**src/rtl/sn76489_writer.sv**
```systemverilog
// Host-side write sequencer for the sn76489 PSG: FIFO-buffered register commands serialised into latch/data bytes.
// Optional macro SN76489_WRITER_DEDUP_EN drops commands that would rewrite a register with its current value.
module sn76489_writer #(
  parameter int FIFO_AW = 2
) (
  input  logic               clk,
  input  logic               reset,
  input  logic               clk_en,
  input  logic               cmd_valid,
  output logic               cmd_ready,
  input  logic [2:0]         cmd_reg,
  input  logic [9:0]         cmd_data,
  output logic               busy,
  output logic [FIFO_AW:0]   fifo_count,
  output logic [0:7]         psg_d,
  output logic               psg_we_n,
  output logic               psg_ce_n,
  input  logic               psg_ready
);

  localparam int DEPTH = 1 << FIFO_AW;
  localparam logic [FIFO_AW:0] FULL = (FIFO_AW + 1)'(DEPTH);

  typedef enum logic [2:0] {S_IDLE, S_LATCH, S_GAP1, S_DATA, S_GAP2} state_t;

  typedef struct packed {
    logic [2:0] addr;
    logic [9:0] data;
  } cmd_t;

  state_t             r_state, w_next;
  cmd_t               r_mem [DEPTH];
  logic [FIFO_AW-1:0] r_wr_ptr, r_rd_ptr;
  logic [FIFO_AW:0]   r_count;
  logic [0:7]         r_psg_d;
  logic [7:0]         r_data_byte;
  logic               r_tone;
  logic               r_we_n;

  cmd_t               w_head;
  logic               w_push, w_pop, w_emit, w_dup, w_head_tone, w_strobe_next;
  logic [7:0]         w_latch_byte, w_data_byte;

  assign cmd_ready  = (r_count != FULL);
  assign w_push     = cmd_valid & cmd_ready;
  assign w_head     = r_mem[r_rd_ptr];
  assign w_pop      = (r_state == S_IDLE) && (r_count != '0);
  assign w_emit     = w_pop & ~w_dup;
  assign fifo_count = r_count;
  assign busy       = (r_state != S_IDLE) || (r_count != '0);
  assign psg_d      = r_psg_d;
  assign psg_we_n   = r_we_n;
  assign psg_ce_n   = r_we_n;

  // Tone registers (0/2/4) carry a second data byte with the upper six bits.
  assign w_head_tone = ~w_head.addr[0] && (w_head.addr != 3'd6);

  always_comb begin
    w_latch_byte = {1'b1, w_head.addr, w_head.data[3:0]};
    if (w_head.addr == 3'd6) w_latch_byte[3] = 1'b0;
    w_data_byte = {2'b00, w_head.data[9:4]};
  end

`ifdef SN76489_WRITER_DEDUP_EN
  logic [9:0] r_shadow [8];
  logic [7:0] r_shadow_vld;

  // Noise control is always re-emitted since each write restarts the LFSR.
  assign w_dup = r_shadow_vld[w_head.addr] && (r_shadow[w_head.addr] == w_head.data)
                 && (w_head.addr != 3'd6);

  always_ff @(posedge clk) begin
    if (reset)       r_shadow_vld <= '0;
    else if (w_emit) r_shadow_vld[w_head.addr] <= 1'b1;
  end

  always_ff @(posedge clk) begin
    if (w_emit) r_shadow[w_head.addr] <= w_head.data;
  end
`else
  assign w_dup = 1'b0;
`endif

  always_comb begin
    w_next = r_state;
    unique case (r_state)
      S_IDLE:  if (w_emit)               w_next = S_LATCH;
      S_LATCH: if (clk_en && psg_ready) w_next = r_tone ? S_GAP1 : S_GAP2;
      S_GAP1:  if (clk_en)               w_next = S_DATA;
      S_DATA:  if (clk_en && psg_ready) w_next = S_GAP2;
      S_GAP2:  if (clk_en)               w_next = S_IDLE;
      default:                           w_next = S_IDLE;
    endcase
    w_strobe_next = (w_next == S_LATCH) || (w_next == S_DATA);
  end

  // NOTE: FIFO storage has no reset; the pointers alone define which entries are live.
  always_ff @(posedge clk) begin
    if (w_push) r_mem[r_wr_ptr] <= '{addr: cmd_reg, data: cmd_data};
  end

  // NOTE: all sequential state uses non-blocking assignments so every flop samples pre-edge values.
  always_ff @(posedge clk) begin
    if (reset) begin
      r_state     <= S_IDLE;
      r_we_n      <= 1'b1;
      r_psg_d     <= '0;
      r_data_byte <= '0;
      r_tone      <= 1'b0;
      r_wr_ptr    <= '0;
      r_rd_ptr    <= '0;
      r_count     <= '0;
    end else begin
      r_state <= w_next;
      r_we_n  <= ~w_strobe_next;
      if (w_push) r_wr_ptr <= r_wr_ptr + 1'b1;
      if (w_pop)  r_rd_ptr <= r_rd_ptr + 1'b1;
      case ({w_push, w_pop})
        2'b10:   r_count <= r_count + 1'b1;
        2'b01:   r_count <= r_count - 1'b1;
        default: r_count <= r_count;
      endcase
      if (w_emit) begin
        r_psg_d     <= w_latch_byte;
        r_data_byte <= w_data_byte;
        r_tone      <= w_head_tone;
      end else if (r_state == S_GAP1 && w_next == S_DATA) begin
        r_psg_d <= r_data_byte;
      end
    end
  end

endmodule

```
**config.mk**
```make
export PLATFORM = sky130hd
export DESIGN_NAME = sn76489_writer
export DESIGN_NICKNAME = d
export VERILOG_FILES = /design/src/rtl/sn76489_writer.sv
export SDC_FILE = /design/constraint.sdc
export NUM_CORES = 1
export LEC_CHECK = 0
export ABC_AREA = 1
export CAP_MARGIN = 25
export CORE_AREA = 2 2 84 86
export DETAILED_ROUTE_END_ITERATION = 6
export DIE_AREA = 0 0 86 88
export GPL_TIMING_DRIVEN = 1
export MAX_ROUTING_LAYER = met4
export PLACE_DENSITY = 0.74
export SETUP_SLACK_MARGIN = 0.5
export SLEW_MARGIN = 15
export SYNTH_ARGS = -nofsm -noshare
export SYNTH_HDL_FRONTEND = slang
export SYNTH_SLANG_ARGS = --single-unit
```
**constraint.sdc**
```tcl
create_clock -name clk -period 2 [get_ports clk]
set_input_delay 0.6 -clock clk [delete_from_list [all_inputs] [get_ports clk]]
set_output_delay 0.6 -clock clk [all_outputs]
set_load 0.1 [all_outputs]
```
Word level (Yosys, flattened, before mapping)
Memories as Yosys holds them, arrays and structs flattened. A register that Yosys moved wholly into a read port is not among the register bits.
Index checks and enable logic that the tools add are counted.

cells by class
  bitwise logic cells = 3
  add/sub/neg operators = 4
  muxes and demuxes = 15
  reduce and logical (&&, ||, !) cells = 11
  equality and inequality tests = 11

operator list
  kind                                                                    number
  3-bit two-way mux                                                       6
  8-bit two-way mux                                                       2
  3-bit one-hot mux with 5 select lines                                   1
  3-bit by 2-bit equality test with 1-bit output (second input constant)  3
  3-bit by 1-bit equality test with 1-bit output (second input constant)  2
  3-bit equality test (second input constant)                             2
  3-bit inequality test (second input constant)                           2
  3-bit one-hot mux with 2 select lines                                   1
  3-bit nonzero test                                                      2
  2-bit by 1-bit adder with 2-bit output (second input constant)          2
  1-bit logical AND                                                       4
  2-bit two-way mux                                                       2
  2-bit nonzero test                                                      2
  3-bit by 1-bit adder with 3-bit output (second input constant)          1
  3-bit logical NOT                                                       1
  1-bit two-way mux                                                       3
  3-bit by 1-bit subtractor with 3-bit output (second input constant)     1
  2-bit by 1-bit equality test with 1-bit output (second input constant)  1
  2-bit equality test (second input constant)                             1
  1-bit logical OR                                                        2
  1-bit NOT                                                               2
  1-bit bitwise AND                                                       1

storage, ports and cells
  input port bits = 18
  output and inout port bits = 15
  flip-flop bits (word level) = 26
  logic and storage cells = 53
  memories = 1
  RAM bits = 52

memories
  memory  words  bits a word  rd ports  clocked after memory_dff  write ports  RTL line  source
  r_mem   4      13           1         1                         1            32        cmd_t r_mem [DEPTH];

Depth between registers and ports, before layout
  depth in word-level cells = 8
  mapped depth = 12
  depth with buffers taken out = 11

Worst setup path after synthesis
No wires, ideal clock.

  path kind = flip-flop to flip-flop
  start point = register r_count[2], in the netlist fifo_count[2]
  end point = register r_count[2], in the netlist fifo_count[2]
  arrival = 3501 ps
  setup slack = -1625 ps
  setup time = 124 ps
  buffers on the path = 0
  cell stages (with the launch flop) = 10
  data required time = 1876 ps
  clock period less this slack = 3625 ps
  cells stage by stage = dfxtp_1 > nand3_1 > nand2_1 > ha_1 > inv_1 > fa_1 > a21oi_1 > o21ai_0 > o21ai_0 > a21oi_1

between the ends
  longest elaborated chain between the ends = 4
  elaborated cells on any way between the ends = 10
  classes of those cells = 2 x add/sub; 3 x eq/ne; 1 x mux; 1 x bitwise; 3 x reduce/logical

RTL lines
  what                                                                                          RTL line  source
  start, declared                                                                               34        logic [FIFO_AW:0] r_count;
  start signal, assigned                                                                        119       2'b10: r_count <= r_count + 1'b1;
  start signal, assigned                                                                        120       2'b01: r_count <= r_count - 1'b1;
  start signal, assigned                                                                        121       default: r_count <= r_count;
  3-bit inequality test (*)                                                                     44        assign cmd_ready = (r_count != FULL);
  named net cmd_ready                                                                           10        output logic cmd_ready,
  1-bit bitwise AND (*)                                                                         45        assign w_push = cmd_valid & cmd_ready;
  2-bit by 1-bit equality test with 1-bit output / 2-bit equality test (equally long branches)  118       case ({w_push, w_pop})
  3-bit one-hot mux with 2 select lines / 2-bit nonzero test (equally long branches)            --

The timed path passes the listed nets; every way through them passes the cells marked *.
A chain may end at the register's enable or synchronous reset.

Final worst setup path
  start point = register r_state[0]
  end point = output port busy

between the ends
  longest elaborated chain between the ends = 2

RTL lines
  what                    RTL line  source
  start, declared         31        state_t r_state, w_next;
  start signal, assigned  114       r_state <= w_next;
  3-bit nonzero test      50        assign busy = (r_state != S_IDLE) || (r_count != '0);
  1-bit logical OR        50
  end, declared           13        output logic busy,

No other way between the ends.

==> impl_metrics.py <==
metrics = {
    "outcome": {
        "status": "complete, no violations",
    },
    "worst_hold_path": {
        "hold_class": "reg2reg",
        "hold_depth": 2,
    },
    "synth": {
        "synth.most_common_cell": "nand2_1",
        "synth_area_mm2": 0.003298,
        "ys.flop_type": "edfxtp_1",
        "synth_area_leaders": "edfxtp_1 47%, dfxtp_1 17%, nand2_1 6.3%",
        "synth_area_leader_cell": "edfxtp_1",
        "ys_types": 29,
        "synth_common_cells": "55 x nand2_1, 52 x edfxtp_1, 40 x inv_1",
        "netlist.area_leader.share_pct": 47.34,
        "synth_area_per_cell_um2": 10.24,
        "synth_warnings": 0,
        "synth-edff-count": 52,
        "synthArstFlopShare_pct": 0,
        "syn_inst": 322,
        "ys_seq_area_share_pct": 64.34,
        "synth-seq-cells": 80,
        "synth.net_count": 346,
    },
    "setup_path": {
        "cp-end-kind": "output port",
        "critPathArrivalTime_ps": 1180,
        "r2r_cells": 11,
        "max_stage_delay_ps": 340,
        "crit_top_cell": "nand2_4",
        "cp_cell_sequence": "nor2_4, nand2_4, inv_4, nand2_4, buf_12",
        "cp.required_ps": 1400,
        "critPathMaxFanout": 2,
        "worstSetupStartpointType": "register",
        "cp_slowest_cell": "dfxtp_2",
        "critPathKind": "reg2out",
    },
    "global_route": {
        "grt_pass1_wl_um": 10500,
        "gr-total-overflow": 0,
        "grt_usage_pct": 19.00,
        "grt_max_degree": 27,
        "antenna_found_initial": 0,
        "first_global_vias": 2228,
    },
    "power": {
        "internal-power_w": 0.003941,
        "p_comb_share_pct": 48.6,
        "power_density_mw_per_mm2": 1531,
        "p_sw_share_pct": 41.62,
        "p_sw_w": 0.002810,
        "total_power_w": 0.006751,
        "pwr-share-clk_pct": 17.4,
        "p_leak_nw": 1.784,
        "power_frac_seq_pct": 34.0,
        "peakVddDrop_mv": 0.6656,
    },
    "sta": {
        "setup-violations-final": 0,
        "hold_viol": 0,
        "fin_crit_ps": 1775,
        "slew_headroom_pct": 70.88,
        "skew_ps": 4.900,
        "max_freq_mhz": 563.3,
        "rsz0062_at_grt": "yes",
        "slew_viol_final": 0,
        "period_share_pct": 88.77,
        "worst_pin_slew_ps": 436.3,
    },
    "cts": {
        "cts_made_buffers": 9,
        "ctsHtreeMaxLevel": 3,
        "ctsRootBufferMaster": "clkbuf_8",
        "cts_num_sinks": 80,
        "cts_tree": "yes",
        "cts_buffer_depth": 2,
        "cts_hold_buf": 0,
        "path_clk_slew_ps": 80,
        "clkLatencyLatePin_ps": 340,
    },
    "detailed_routing": {
        "wl_um": 6648,
        "drtPass1Iterations": 4,
        "antenna_left": 0,
        "vias": 2366,
        "viasPerCell": 5.088,
        "drcViolationCount": 0,
        "drt-initial-drc-count": 146,
        "wl_per_cell_um": 14.30,
    },
    "cells_and_area": {
        "fin_cells": 465,
        "n_antenna_cell": 0,
        "area_delta_synth_final_pct": 33.69,
        "fin_nets": 404,
        "nFillCells": 476,
        "final_core_util_pct": 66.37,
        "layout-drive-gt1-share_pct": 25.97,
    },
    "floorplanning": {
        "start_util_pct": 49.64,
        "die_w_um": 86,
        "placementRows": 30,
        "core_area_mm2": 0.006644,
        "ios": 33,
        "die_h_um": 88,
        "die_area_mm2": 0.007568,
    },
    "placement": {
        "portBuffers": 32,
        "placedCellCount": 432,
        "finalWeightedCongestion": 0.7810,
        "dp_hpwl_um": 3997,
    },
    "job": {
        "max_cap_viol_count": 0,
    },
}
worst max-delay path, delay by kind of cell (launching register included):
kind	cells	cell delay, ps
buf+inv	2	230
flops	1	340
simple gates	3	260
cell families after synthesis:
logic type | synth area share, %
fa+ha+maj | 2.504
flops | 64.34
simple gates | 15.55
compound gates | 9.712
buf+inv | 7.890
cell usage in the layout, fill, tap and decap left out, types with 6 or more instances in the layout:
master | netlist | final
buf_4 | 3 | 16
o21ai_1 | 3 | 6
nor2_1 | 35 | 31
o22ai_1 | 6 | 6
a21oi_1 | 21 | 20
o21ai_0 | 29 | 26
clkdlybuf4s50_1 | 0 | 15
dfxtp_2 | 0 | 7
nand2_1 | 55 | 53
edfxtp_1 | 52 | 52
dfxtp_4 | 0 | 7
clkbuf_8 | 0 | 9
nand3_1 | 20 | 19
inv_1 | 40 | 34
dfxtp_1 | 28 | 14
buf_12 | 0 | 20
buf_6 | 5 | 6
metal layers:
layer | track usage [%] | up-vias | share of wire (%)
met4 | 4.185 | 0 | 0.81
met1 | 22.63 | 1112 | 42
met2 | 32.35 | 62 | 51
li1 | - | 1187 | -
met3 | 5.278 | 5 | 5.2
met5 | - | - | 0
final cells by class:
cell class / count / area, µm² / share of cell area [%]
timing repair buffer: 59 / 759.5 / 17.22
clock inverter: 7 / 77.57 / 1.759
clock buffer: 9 / 123.9 / 2.809
multi-input combinational: 188 / 1016 / 23.04
sequential: 80 / 2157 / 48.92
tap: 80 / 100.1 / 2.270
inverter: 42 / 175.2 / 3.973
metrics by stage:
stage          hold WS [ps]  area [µm²]  TNS, ps  setup slack, ps
2_1_floorplan         435.8        3381    -1317           -95.45
3_3_place_gp          450.4        3981   -171.4           -86.01
3_5_place_dp          461.6        3981   -654.2           -127.9
4_1_cts               470.1        4317        0            203.2
5_1_grt               497.9        4409        0            176.9
6_report              473.1        4409        0            224.6
state kept, by name, summed over array words and instances, names as in the netlist, named ones only:
signal	flops
psg_d	8
r_data_byte	6
r_tone	1
r_rd_ptr	2
r_mem	52
psg_ce_n	1
r_wr_ptr	2
r_state	3
fifo_count	3
what timing repair did:
action | in CTS | in global routing
setup buffers | 11 | 5
gates resized for setup | 16 | 15
gates cloned | 0 | 1
endpoints found under the setup margin | 64 | 65
pin swaps | 3 | 4
power groups by stage:
stage	Clock [W]	Combinational (W)	Sequential (W)
after floorplan	0	0.00155	0.00285
after global placement	0	0.00287	0.00232
after detailed placement	0	0.00292	0.00233
after CTS	0.00120	0.00312	0.00229
after global routing	0.00128	0.00352	0.00233
final	0.00117	0.00328	0.00230
final timing paths:
kind	start	to	slack, ps
setup / recovery	r_state[0]	busy	220
hold / removal	r_data_byte[3]	r_data_byte[3]	470
setup reg to reg	fifo_count[2]	fifo_count[2]	280
hold reg to reg	r_data_byte[3]	r_data_byte[3]	470
No activity file was read; power rests on OpenSTA's default activity.
